**src/rtl/wb_ic_pkg.sv**
```systemverilog
`default_nettype none
// ============================================================================
//  Module   : wb_ic_pkg
//  Purpose  : Shared definitions for the Wishbone data/instruction
//             interconnects: FSM state encoding, default SoC address map,
//             decoder miss value and a width helper.
//  Ports    : none (package)
//  Revision : 1.0 - initial release
// ============================================================================
package wb_ic_pkg;

    // Interconnect FSM encoding
    localparam logic [1:0] ST_IDLE = 2'd0;
    localparam logic [1:0] ST_WAIT = 2'd1;
    localparam logic [1:0] ST_DERR = 2'd2;

    // Default SoC address map (slave index order: MEM=0, MTIME=1, UART=2, LOADER=3)
    localparam logic [31:0] MEM_BASE    = 32'h0000_0000;
    localparam logic [31:0] MEM_MASK    = 32'hFFFF_8000;
    localparam logic [31:0] MTIME_BASE  = 32'h0000_8000;
    localparam logic [31:0] MTIME_MASK  = 32'hFFFF_FFF0;
    localparam logic [31:0] UART_BASE   = 32'h0000_8010;
    localparam logic [31:0] UART_MASK   = 32'hFFFF_FFFC;
    localparam logic [31:0] LOADER_BASE = 32'h0000_8014;
    localparam logic [31:0] LOADER_MASK = 32'hFFFF_FFFC;

    // Index reported by the decoder when no slave matches
    localparam int unsigned DECODE_MISS = 0;

    // $clog2 clamped to at least one bit so degenerate sizes still get a port
    function automatic int clog2_min1(input int value);
        return (value <= 1) ? 1 : $clog2(value);
    endfunction

endpackage : wb_ic_pkg
`default_nettype wire

```
**src/rtl/wb_addr_decoder.sv**
```systemverilog
`default_nettype none
// ============================================================================
//  Module   : wb_addr_decoder
//  Purpose  : Combinational base/mask address decoder with lowest-index
//             priority when several windows overlap.
//  Ports    : adr_i  - address to decode
//             hit_o  - one-hot selected slave (all zero on miss)
//             idx_o  - binary index of selected slave (DECODE_MISS on miss)
//             miss_o - no slave matched
//  Revision : 1.0 - initial release
// ============================================================================
module wb_addr_decoder
    import wb_ic_pkg::*;
#(
    parameter int                       NUM_SLAVES = 4,
    parameter int                       IDX_W      = 2,
    parameter logic [32*NUM_SLAVES-1:0] SLAVE_BASE = '0,
    parameter logic [32*NUM_SLAVES-1:0] SLAVE_MASK = '0
) (
    input  logic [31:0]           adr_i,
    output logic [NUM_SLAVES-1:0] hit_o,
    output logic [IDX_W-1:0]      idx_o,
    output logic                  miss_o
);

    logic [NUM_SLAVES-1:0] w_match;

    for (genvar k = 0; k < NUM_SLAVES; k++) begin : g_match
        assign w_match[k] = (adr_i & SLAVE_MASK[32*k +: 32]) == SLAVE_BASE[32*k +: 32];
    end

    // Scan from the top down so the lowest matching index is the last writer.
    always_comb begin
        hit_o  = '0;
        idx_o  = IDX_W'(DECODE_MISS);
        miss_o = 1'b1;
        for (int k = NUM_SLAVES - 1; k >= 0; k--) begin
            if (w_match[k]) begin
                hit_o    = '0;
                hit_o[k] = 1'b1;
                idx_o    = IDX_W'(k);
                miss_o   = 1'b0;
            end
        end
    end

endmodule : wb_addr_decoder
`default_nettype wire

```
**src/rtl/wb_data_interconnect.sv**
```systemverilog
`default_nettype none
// ============================================================================
//  Module   : wb_data_interconnect
//  Purpose  : Single-master, N-slave pipelined Wishbone interconnect for the
//             core data port. One outstanding transfer; unmapped addresses
//             and response timeouts return a bus error.
//  Ports    : wb_clk_i/wb_rst_i        - clock, async active-high reset
//             m_wb_*                   - master-side pipelined Wishbone
//             s_wb_cyc_o/s_wb_stb_o    - per-slave cycle/strobe
//             s_wb_we/adr/dat/sel_o    - broadcast request fields
//             s_wb_stall/ack/err_i     - per-slave handshakes
//             s_wb_dat_i               - flattened per-slave read data
//             timeout_o                - pulse when a timeout error is issued
//  Revision : 1.0 - initial release
// ============================================================================
module wb_data_interconnect
    import wb_ic_pkg::*;
#(
    parameter int                       NUM_SLAVES     = 4,
    parameter logic [32*NUM_SLAVES-1:0] SLAVE_BASE     = {LOADER_BASE, UART_BASE, MTIME_BASE, MEM_BASE},
    parameter logic [32*NUM_SLAVES-1:0] SLAVE_MASK     = {LOADER_MASK, UART_MASK, MTIME_MASK, MEM_MASK},
    parameter int                       TIMEOUT_CYCLES = 255
) (
    input  logic                     wb_clk_i,
    input  logic                     wb_rst_i,
    input  logic                     m_wb_cyc_i,
    input  logic                     m_wb_stb_i,
    input  logic                     m_wb_we_i,
    input  logic [31:0]              m_wb_adr_i,
    input  logic [31:0]              m_wb_dat_i,
    input  logic [3:0]               m_wb_sel_i,
    output logic                     m_wb_stall_o,
    output logic                     m_wb_ack_o,
    output logic                     m_wb_err_o,
    output logic [31:0]              m_wb_dat_o,
    output logic [NUM_SLAVES-1:0]    s_wb_cyc_o,
    output logic [NUM_SLAVES-1:0]    s_wb_stb_o,
    output logic                     s_wb_we_o,
    output logic [31:0]              s_wb_adr_o,
    output logic [31:0]              s_wb_dat_o,
    output logic [3:0]               s_wb_sel_o,
    input  logic [NUM_SLAVES-1:0]    s_wb_stall_i,
    input  logic [NUM_SLAVES-1:0]    s_wb_ack_i,
    input  logic [NUM_SLAVES-1:0]    s_wb_err_i,
    input  logic [32*NUM_SLAVES-1:0] s_wb_dat_i,
    output logic                     timeout_o
);

    localparam int IDX_W = clog2_min1(NUM_SLAVES);
    localparam int TMR_W = clog2_min1(TIMEOUT_CYCLES + 1);
    localparam logic [TMR_W-1:0] TIMER_LAST = (TIMEOUT_CYCLES == 0) ? '0 : TMR_W'(TIMEOUT_CYCLES - 1);
    localparam logic [TMR_W-1:0] TIMER_MAX  = '1;

    logic [1:0]       state_q, state_d;
    logic [IDX_W-1:0] sel_q, sel_d;
    logic [TMR_W-1:0] timer_q, timer_d;

    logic [NUM_SLAVES-1:0] w_hit;
    logic [IDX_W-1:0]      w_idx;
    logic                  w_miss;
    logic                  w_req;
    logic [31:0]           w_slave_dat [NUM_SLAVES];

    // Broadcast request fields go straight through; only cyc/stb are gated.
    assign s_wb_we_o  = m_wb_we_i;
    assign s_wb_adr_o = m_wb_adr_i;
    assign s_wb_dat_o = m_wb_dat_i;
    assign s_wb_sel_o = m_wb_sel_i;

    assign w_req = m_wb_cyc_i & m_wb_stb_i;

    for (genvar k = 0; k < NUM_SLAVES; k++) begin : g_unpack_dat
        assign w_slave_dat[k] = s_wb_dat_i[32*k +: 32];
    end

    wb_addr_decoder #(
        .NUM_SLAVES (NUM_SLAVES),
        .IDX_W      (IDX_W),
        .SLAVE_BASE (SLAVE_BASE),
        .SLAVE_MASK (SLAVE_MASK)
    ) u_decoder (
        .adr_i  (m_wb_adr_i),
        .hit_o  (w_hit),
        .idx_o  (w_idx),
        .miss_o (w_miss)
    );

    always_comb begin
        state_d      = state_q;
        sel_d        = sel_q;
        timer_d      = timer_q;
        s_wb_cyc_o   = '0;
        s_wb_stb_o   = '0;
        m_wb_stall_o = 1'b1;
        m_wb_ack_o   = 1'b0;
        m_wb_err_o   = 1'b0;
        m_wb_dat_o   = '0;
        timeout_o    = 1'b0;

        case (state_q)
            ST_IDLE: begin
                m_wb_stall_o = 1'b0;
                if (w_req) begin
                    if (w_miss) begin
                        state_d = ST_DERR;
                    end else begin
                        s_wb_cyc_o = w_hit;
                        s_wb_stb_o = w_hit;
                        if (s_wb_stall_i[w_idx]) begin
                            m_wb_stall_o = 1'b1;
                        end else begin
                            sel_d   = w_idx;
                            timer_d = '0;
                            state_d = ST_WAIT;
                        end
                    end
                end
            end

            ST_DERR: begin
                m_wb_err_o = 1'b1;
                state_d    = ST_IDLE;
            end

            ST_WAIT: begin
                // Only the owning slave keeps cyc, so a late ack after an
                // abort cannot be mistaken for a response.
                s_wb_cyc_o[sel_q] = m_wb_cyc_i;
                if (!m_wb_cyc_i) begin
                    timer_d = '0;
                    state_d = ST_IDLE;
                end else if (s_wb_ack_i[sel_q] || s_wb_err_i[sel_q]) begin
                    m_wb_ack_o = s_wb_ack_i[sel_q];
                    m_wb_err_o = s_wb_err_i[sel_q];
                    m_wb_dat_o = s_wb_ack_i[sel_q] ? w_slave_dat[sel_q] : 32'h0;
                    state_d    = ST_IDLE;
                end else if ((TIMEOUT_CYCLES != 0) && (timer_q == TIMER_LAST)) begin
                    m_wb_err_o = 1'b1;
                    timeout_o  = 1'b1;
                    state_d    = ST_IDLE;
                end else if (timer_q != TIMER_MAX) begin
                    timer_d = timer_q + 1'b1;
                end
            end

            default: begin
                state_d = ST_IDLE;
            end
        endcase

        // Reset forces a quiet bus immediately, independent of the clock.
        if (wb_rst_i) begin
            s_wb_cyc_o   = '0;
            s_wb_stb_o   = '0;
            m_wb_stall_o = 1'b1;
            m_wb_ack_o   = 1'b0;
            m_wb_err_o   = 1'b0;
            m_wb_dat_o   = '0;
            timeout_o    = 1'b0;
        end
    end

    always_ff @(posedge wb_clk_i or posedge wb_rst_i) begin
        if (wb_rst_i) begin
            state_q <= ST_IDLE;
            sel_q   <= '0;
            timer_q <= '0;
        end else begin
            state_q <= state_d;
            sel_q   <= sel_d;
            timer_q <= timer_d;
        end
    end

endmodule : wb_data_interconnect
`default_nettype wire

```
**config.mk**
```make
export PLATFORM = sky130hd
export DESIGN_NAME = wb_data_interconnect
export DESIGN_NICKNAME = d
export VERILOG_FILES = /design/src/rtl/wb_ic_pkg.sv /design/src/rtl/wb_addr_decoder.sv /design/src/rtl/wb_data_interconnect.sv
export SDC_FILE = /design/constraint.sdc
export NUM_CORES = 1
export LEC_CHECK = 0
export CAP_MARGIN = 5
export CORE_AREA = 2 2 128 130
export DETAILED_ROUTE_END_ITERATION = 16
export DIE_AREA = 0 0 130 132
export GPL_TIMING_DRIVEN = 0
export PLACE_DENSITY = 0.63
export RECOVER_POWER = 25
export SYNTH_ARGS = -nofsm -noshare
export SYNTH_HDL_FRONTEND = slang
export SYNTH_SLANG_ARGS = --single-unit
export TNS_END_PERCENT = 10
```
**constraint.sdc**
```tcl
create_clock -name wb_clk_i -period 2.9 [get_ports wb_clk_i]
set_clock_uncertainty 0.2 [all_clocks]
set_input_delay 0.58 -clock wb_clk_i [delete_from_list [all_inputs] [get_ports wb_clk_i]]
set_output_delay 0.58 -clock wb_clk_i [all_outputs]
set_load 0.02 [all_outputs]
```
After elaboration in Yosys (flattened, before gate mapping)
Cells that the tools add are included.
Widths: inputs -> output; s select.

word-level totals
  register bits after elaboration = 12
  input bits = 213
  logic and storage cells = 103

cells by class
  add/subtract/negate cells = 1
  magnitude comparators = 4
  equal/unequal tests = 15
  multiplexer cells = 67
  bitwise logic cells = 5
  reduce and logical (&&, ||, !) cells = 8

operator list
  cell                  number
  $mux 32               7
  $bmux 32 s2           1
  $eq 30x14->1 const B  2
  $mux 8                7
  $mux 4                9
  $logic_not 32->1      1
  $eq 28x12->1 const B  1
  $mux 1                25
  $mux 2                10
  $pmux 8 s2            1
  $ne 3x3->1 const B    3
  $add 8x1->8 const B   1
  $eq 8x8->1 const B    1
  $ne 8x8->1 const B    1
  $pmux 4 s2            1
  $reduce_and 7->1      1
  $bmux 1 s2            3
  $lt 2x3->1 const B    2
  $ne 2x2->1 const B    3
  $and 4x4->4           1
  $ne 4x4->1 const B    1
  $pmux 2 s2            1
  $reduce_and 4->1      1
  $ge 3x3->1 const B    1
  14 further kinds      15

Longest topological paths before layout
Gate-level depths: netlist of run 1.

  word-level depth = 12
  gate-level depth with buffers = 8

Cells and area by module
From an unflattened synthesis of run 1, not the netlist that was laid out.

unflattened totals
  cell total of the unflattened synthesis = 286
  area, all modules = 2685.1 um^2

by module, submodules not included
  module                instances  cells an instance  area each (um^2)  seq. area each (um^2)
  wb_data_interconnect  1          265                2565.0            300.3
  wb_addr_decoder       1          21                 120.1             0.0

Worst setup path before layout of run 1
Ideal clock, no wire load.

  kind = input port to output port
  start = in m_wb_adr_i[11]
  end = out m_wb_stall_o
  arrival = 2742 ps
  data required time = 2120 ps
  path slack = -622 ps
  stages = 5
  path through = or4_4 -> or3_4 -> nor4_2 -> nor3b_1 -> o311ai_0

between the ends
  cells in the longest elaborated chain, start to end = 12
  elaborated cells between the ends (all ways) = 18
  those cells by class = 3 x eq/ne; 15 x mux

ends and longest elaborated chain
  what                          RTL line                     source
  start: declaration            wb_data_interconnect.sv:29   input logic [31:0] m_wb_adr_i,
  $eq 30x14->1                  wb_addr_decoder.sv:29        assign w_match[k] = (adr_i & SLAVE_MASK[32*k +: 32]) == SLAVE_BASE[32*k +: 32];
  $mux 2 (4 in series)          wb_addr_decoder.sv:38        if (w_match[k]) begin
  $bmux 1 s2                    wb_data_interconnect.sv:109  if (s_wb_stall_i[w_idx]) begin
  $mux 1 (implied by the code)  wb_data_interconnect.sv:109
  $mux 1                        wb_data_interconnect.sv:109
  $mux 1 *                      wb_data_interconnect.sv:104  if (w_miss) begin
  $mux 1 *                      wb_data_interconnect.sv:103  if (w_req) begin
  $mux 1 *                      wb_data_interconnect.sv:100  case (state_q)
  $mux 1 *                      wb_data_interconnect.sv:152  if (wb_rst_i) begin
  end: declaration              wb_data_interconnect.sv:32   output logic m_wb_stall_o,

Mark *: on every way between the ends. The rest lies on a longest branch, timed or not. The select of a mux whose other input is x is not followed.

Worst setup path after layout of run 1
  start = in m_wb_adr_i[8]
  end = out s_wb_cyc_o[2]

between the ends
  cells in the longest elaborated chain, start to end = 9
  elaborated cells between the ends (all ways) = 14
  those cells by class = 3 x eq/ne; 11 x mux

ends and longest elaborated chain
  what                  RTL line                     source
  $eq 30x14->1          wb_addr_decoder.sv:29
  $mux 1 (4 in series)  wb_addr_decoder.sv:38
  $mux 4 *              wb_data_interconnect.sv:104
  $mux 4 *              wb_data_interconnect.sv:103
  $pmux 4 s2 *          wb_data_interconnect.sv:100
  $mux 4 *              wb_data_interconnect.sv:152
  end: declaration      wb_data_interconnect.sv:36   output logic [NUM_SLAVES-1:0] s_wb_cyc_o,

Mark *: on every way between the ends. The rest lies on a longest branch, timed or not.

==> run_results.csv, run 1 <==
group,metric,value,unit
clock_network,cts.sinks,12,
sta,fin_ws,-0.513,ns
min_path,min_from,"timer_q[7]$_DFFE_PP0P_",
place,gp_congestion,0.871,
setup_path,regToRegSetupSlack,0.12,ns
floorplanning,dieArea,17200,µm²
sta,worstMarginPinSlew,0.880,ns
power,p_seq_share,14.8,%
synthesis,synth.distinct_cells,53,
cells_and_area,fin_util,40.8,%
place,pre_cts_slack,-1.59,ns
min_path,whs_path_depth,1,
synthesis,seq_area_frac_synth,11.1,%
setup_path,end_kind,"output port",
setup_path,critPathMaxFanout,3,
place,dp_hpwl,11800,µm
clock_network,cts_tree,"yes",
floorplanning,placementRows,46,
power,ir_drop,209,µV
grt,grt_max_degree,15,
synthesis,netlist_area,2720,µm²
setup_path,start_kind,"primary input",
detailed_routing,vias_per_cell,4.39,
sta,finalHoldViolCount,0,
sta,drv_slew,0,
setup_path,cp_data_required_time,2.12,ns
clock_network,cts_made_buffers,3,
power,switchingPower,436,µW
clock_network,clock_path_buffers,2,
detailed_routing,num_vias,3549,
setup_path,cp.arrival,2.63,ns
status,violations,"setup timing",
cells_and_area,syn_to_final_growth,136,%
detailed_routing,firstDrtPassIters,4,
clock_network,htree_levels,1,
setup_path,rr_endpoint,"timer_q[6]$_DFFE_PP0P_",
setup_path,crit-reg2reg-launch,"sel_q[0]$_DFFE_PP0P_",
floorplanning,start_util,17.3,%
setup_path,path_class,"primary input to output port",
detailed_routing,first_iter_violations,147,
detailed_routing,drc_errors,0,
clock_network,cts_hold_buf,0,
status,status,"finished with violations",
sta,holdWs,0.318,ns
detailed_routing,drt-total-wl,13800,µm
place,io_buffers,286,
synthesis,avgSynthCellArea,9.63,µm²
detailed_routing,wire_per_inst,17.1,µm
sta,finalCritPeriodShare,118,%
clock_network,clk_pin_slew_worst_paths,0.05,ns
synthesis,async_flop_share,100,%
setup_path,slowest_stage,"or4b_4",
synthesis,synth_cells,282,
synthesis,ys_warn_count,0,
clock_network,root_buffer,"clkbuf_16",
min_path,min_to,"timer_q[7]$_DFFE_PP0P_",
power,power_frac_comb,63.2,%
detailed_routing,drt.antenna.violating_nets,0,
grt,first_global_vias,3659,
sta,relSlewSlack,40.7,%
grt,grt_use_total,14.6,%
power,internal-power,870,µW
cells_and_area,drive_gt1_share,35.3,%
setup_path,cp.buffers_inverters,2,
synthesis,synth_ff_type,"dfrtp_1",
sta,finalWorstPathRequiredPeriod,3.41,ns
setup_path,cp_top_family,"simple AND/OR/NAND/NOR gates",
grt,grt_pass1_wl,19700,µm
grt,antenna_found_initial,0,
power,p_sw_share,33.4,%
synthesis,synth-edff-count,0,
floorplanning,die_y,132,µm
cells_and_area,fillCellCount,1521,
clock_network,clk_latency,0.24,ns
synthesis,ys_seq_elements,12,
floorplanning,die_x,130,µm
sta,max_freq,293,MHz
power,clock_power_share,22.0,%
setup_path,rr_worst_depth,7,
min_path,hp-class,"register to register",
cells_and_area,fin_nets,811,
floorplanning,ios,326,
sta,rsz0062_at_grt,"yes",
power,p_leak,3.14,nW
setup_path,cp_cell_sequence,"buf_6 > or4b_4 > or3_4 > or2_4 > or3_4 > o22a_1 > nor2_4 > buf_6",
setup_path,critPathMaxStageDelay,0.54,ns
cells_and_area,antenna_cells,0,
floorplanning,core-area,15700,µm²
power,p_per_area,204,nW/µm²
run,drv_cap,0,
grt,grt_overflow,0,
sta,setup_viol,9,
synthesis,syn-num-nets,500,
==> cell families (layout without fill, tap and decap cells) <==
family	count (synthesis)	in the layout	share of synthesized area [%]
buf+inv	94	403	23.2
flops	12	12	11.1
compound gates	37	37	12.1
mux	35	36	28.6
simple gates	99	99	22.8
fa+ha+maj	5	5	2.30
==> layout by cell type (no fill, tap or decap), drive strengths merged, types with 2 or more instances in the layout <==
| cell type | n |
|---|---|
| o22ai | 2 |
| nand4 | 3 |
| o41ai | 6 |
| ha | 5 |
| o21ai | 5 |
| nor2 | 9 |
| dlygate4sd2 | 13 |
| and2 | 6 |
| clkdlybuf4s50 | 194 |
| mux4 | 35 |
| clkdlybuf4s15 | 5 |
| inv | 7 |
| dfrtp | 12 |
| a211oi | 2 |
| nand2 | 10 |
| nor4 | 5 |
| buf | 117 |
| nor3 | 3 |
| or3 | 4 |
| nor3b | 2 |
| a31oi | 3 |
| or4 | 2 |
| nand2b | 3 |
| and3 | 39 |
| a21oi | 4 |
| clkbuf | 15 |
| dlygate4sd3 | 18 |
| dlymetal6s2s | 33 |
| or2 | 3 |
| a32oi | 4 |
| nand3 | 6 |
==> registers in the layout (all words and copies together) (netlist names) <==
| register | cells |
|---|---|
| timer_q | 8 |
| sel_q | 2 |
| state_q | 2 |
==> power groups by stage <==
stage	clock network [mW]	logic, mW	registers (mW)
6_report	0.287	0.825	0.193
3_3_place_gp	0	0.799	0.194
5_1_grt	0.295	0.886	0.193
3_5_place_dp	0	0.813	0.196
2_1_floorplan	0	0.375	0.192
4_1_cts	0.286	0.812	0.193
==> layer usage <==
metal	up-vias	share of wire [%]	GRT usage (%)
li1	1652	-	-
met1	1658	39	16.8
met2	221	50	27.3
met3	18	8.6	2.39
met4	0	2.0	3.88
met5	-	0	0
==> synth_stat cells (2+ instances only) <==
master    instances  area share, %
a211oi_1          2           0.55
a21oi_1           4           0.74
a31oi_1           3           0.69
a32oi_1           4            1.3
and2_1            5            1.2
and3_1           39            9.0
buf_1             2           0.28
buf_2             3           0.55
buf_4            69             19
buf_6             2           0.83
clkbuf_1         10            1.4
dfrtp_1          12             11
ha_1              5            2.3
inv_1             8            1.1
mux4_2           34             28
nand2_1          10            1.4
nand2b_1          3           0.69
nand3_1           6            1.1
nand4_1           3           0.69
nor2_1            9            1.2
nor3_1            3           0.55
nor3b_1           2           0.55
nor4_1            4           0.92
o21ai_0           3           0.55
o22ai_1           2           0.46
o41ai_2           5            3.0
or2_2             2           0.46
or3_1             3           0.69
==> per-stage QoR <==
step	area [µm²]	instances	total power [mW]	TNS [ns]
after CTS	6110	799	1.29	-19.04
after global placement	5880	784	0.993	-53.00
final	6410	808	1.31	-3.17
after global routing	6410	808	1.37	-4.19
after floorplan	2740	282	0.567	-1.92
after detailed placement	5880	784	1.01	-54.68
==> worst max path at each step <==
stage / startpoint / to / slack, ns / depth (start not counted)
6_report: m_wb_adr_i[8] / s_wb_cyc_o[2] / -0.51 / 8
5_1_grt: m_wb_adr_i[8] / m_wb_stall_o / -0.61 / 8
4_1_cts: m_wb_adr_i[13] / s_wb_cyc_o[2] / -0.56 / 8
3_5_place_dp: m_wb_adr_i[15] / s_wb_cyc_o[2] / -1.59 / 8
3_3_place_gp: m_wb_adr_i[15] / s_wb_cyc_o[2] / -1.58 / 8
2_1_floorplan: m_wb_adr_i[12] / s_wb_cyc_o[2] / -0.36 / 6
==> final cells by class <==
type | instances | area (µm²) | area share (%)
Sequential cell | 12 | 303 | 4.72
Clock buffer | 4 | 88.8 | 1.39
Multi-Input combinational cell | 177 | 2000 | 31.3
Timing Repair Buffer | 305 | 3040 | 47.4
Buffer | 86 | 672 | 10.5
Tap cell | 216 | 270 | 4.22
Inverter | 8 | 33.8 | 0.527
==> what timing repair did <==
item	CTS	global route
pin swaps	18	11
cloned	0	2
gates resized for setup	142	102
buffers inserted	11	7
setup endpoints to repair	56	52
(Power assumes the default switching activity.)
==> run 2: changes to the inputs <==
Clock period 2.9 ns to 3.1 ns, I/O delays scaled along.
==> run 2 against run 1 <==
Effect of this change:
- first-iteration DRC count shrank 4.8%
- combinational power shrank 7.2%
- register-to-register slack gained 0.22 ns
- the flow still finishes with violations (setup timing)
- cell count shrank 0.62%
- global-route usage is essentially flat
- via count shrank 1.2%
- critical endpoint unchanged
- sequential share of layout area grew 0.10 points
- wire length shrank 1.1%
- core utilization shrank 1.2 points
- highest routed layer unchanged
- clock-buffer cell count is the same
- worst hold slack lost 0.0088 ns
==> run_results.csv, run 2 (synthesized netlist as in run 1, its figures left out) <==
group,metric,value,unit
cells_and_area,multi_input_area,1960,µm²
setup_path,slowest_stage,"or4b_4",
cells_and_area,seq_area,300,µm²
grt,grt_use_total,14.5,%
sta,drv_slew,0,
floorplanning,ios,326,
cells_and_area,fillCellCount,1554,
setup_path,path_class,"primary input to output port",
detailed_routing,drt.antenna.violating_nets,0,
setup_path,critPathMaxFanout,3,
grt,first_global_vias,3657,
power,p_total,1.21,mW
floorplanning,core-area,15700,µm²
clock_network,clock_path_buffers,2,
place,gp_congestion,0.871,
power,ir_drop,196,µV
cells_and_area,fin_area,6220,µm²
cells_and_area,top_regs,"timer_q x8, sel_q x2, state_q x2",
cells_and_area,most-common-layout-cells,"clkdlybuf4s50_1 (201), buf_4 (89), and3_1 (38)",
setup_path,cp_cell_sequence,"buf_6 > or4b_4 > or3_4 > or2_4 > or3_4 > o22a_1 > nor2_4 > buf_6",
floorplanning,die_x,130,µm
setup_path,cp.depth,8,
cells_and_area,final_common_cell,"clkdlybuf4s50_1",
setup_path,start_kind,"primary input",
setup_path,cp.buffers_inverters,2,
sta,relSlewSlack,35.6,%
clock_network,cts_hold_buf,0,
place,dpl_cell_area,5880,µm²
detailed_routing,vias_per_cell,4.37,
setup_path,cp_top_family,"simple AND/OR/NAND/NOR gates",
detailed_routing,firstDrtPassIters,4,
cells_and_area,fin_nets,806,
setup_path,cp.arrival,2.68,ns
clock_network,cts_made_buffers,3,
cells_and_area,drive_gt1_share,35.6,%
grt,antenna_found_initial,0,
status,violations,"setup timing",
grt,grt_overflow,0,
clock_network,cts_tree,"yes",
detailed_routing,first_iter_violations,140,
min_path,min_from,"timer_q[7]$_DFFE_PP0P_",
sta,worstMarginPinSlew,0.955,ns
grt,grt_max_degree,15,
clock_network,clk_latency,0.24,ns
clock_network,cts.sinks,12,
power,p_leak,2.92,nW
min_path,hp-class,"register to register",
sta,rsz0062_at_grt,"yes",
sta,finalHoldViolCount,0,
setup_path,cp_data_required_time,2.28,ns
place,io_buffers,286,
setup_path,rr_endpoint,"timer_q[6]$_DFFE_PP0P_",
run,drv_cap,0,
sta,setup_viol,10,
setup_path,critPathMaxStageDelay,0.54,ns
detailed_routing,wire_per_inst,17.0,µm
floorplanning,placementRows,46,
sta,max_freq,286,MHz
clock_network,clk_pin_slew_worst_paths,0.05,ns
setup_path,setup.worst_path.end,"s_wb_cyc_o[2]",
status,status,"finished with violations",
setup_path,regToRegSetupSlack,0.34,ns
power,p_per_area,195,nW/µm²
sta,finalCritPeriodShare,113,%
clock_network,root_buffer,"clkbuf_16",
grt,grt_pass1_wl,19600,µm
cells_and_area,regMostFlops,"timer_q",
cells_and_area,syn_to_final_growth,129,%
setup_path,crit_path_start,"m_wb_adr_i[8]",
cells_and_area,largest_reg_flops,8,
floorplanning,start_util,17.3,%
detailed_routing,drc_errors,0,
place,dp_hpwl,11800,µm
cells_and_area,antenna_cells,0,
sta,fin_ws,-0.398,ns
setup_path,crit-reg2reg-launch,"sel_q[0]$_DFFE_PP0P_",
floorplanning,dieArea,17200,µm²
setup_path,rr_worst_depth,7,
sta,finalWorstPathRequiredPeriod,3.50,ns
detailed_routing,num_vias,3508,
clock_network,htree_levels,1,
min_path,whs_path_depth,1,
detailed_routing,drt-total-wl,13700,µm
setup_path,end_kind,"output port",
floorplanning,die_y,132,µm
place,pre_cts_slack,-1.47,ns
run 2: cell count changes in the layout (fill, tap and decap cells not counted), sizes merged:
cell,previous run,this run
clkbuf,15,27
dlygate4sd2,13,10
mux4,35,34
dlymetal6s2s,33,21
buf,117,109
clkdlybuf4s50,194,201
run 2: final cells by class:
cell class	count	area share, %
buffer	86	10.3
clock buffer	4	1.43
inverter	8	0.543
multi-input combinational	176	31.4
sequential	12	4.83
tap	216	4.34
timing repair buffer	301	47.2
run 2: stage by stage:
step	TNS (ns)	utilization (%)	std cells	hold WS, ns
2_1_floorplan	-1.08	-	282	0.275
5_1_grt	-3.02	39.6	803	0.325
3_3_place_gp	-45.80	37.4	784	0.290
4_1_cts	-13.89	38.7	799	0.306
3_5_place_dp	-47.48	37.4	784	0.300
6_report	-2.22	39.6	803	0.309
run 2: metal layers:
layer / part of all wire [%] / vias to the layer above / GRT usage (%)
li1: - / 1637 / -
met1: 39 / 1639 / 16.7
met2: 50 / 216 / 27.2
met3: 8.6 / 16 / 2.39
met4: 1.9 / 0 / 3.88
met5: 0 / - / 0
run 2: repair_timing:
item | CTS | global route
setup buffers | 11 | 4
pin swaps | 16 | 14
endpoints found under the setup margin | 55 | 46
resized for setup | 134 | 87
run 2: worst min-delay path by stage:
stage,slack [ns],to
2_1_floorplan,0.27,timer_q[7]$_DFFE_PP0P_
3_3_place_gp,0.29,timer_q[4]$_DFFE_PP0P_
3_5_place_dp,0.30,timer_q[7]$_DFFE_PP0P_
4_1_cts,0.31,timer_q[7]$_DFFE_PP0P_
5_1_grt,0.32,timer_q[7]$_DFFE_PP0P_
6_report,0.31,timer_q[7]$_DFFE_PP0P_
run 2: power by group:
group,leakage (nW),switching [mW],internal (mW)
Sequential,0.165,0.0104,0.170
Clock,0.0442,0.0729,0.195
Combinational,2.71,0.322,0.444
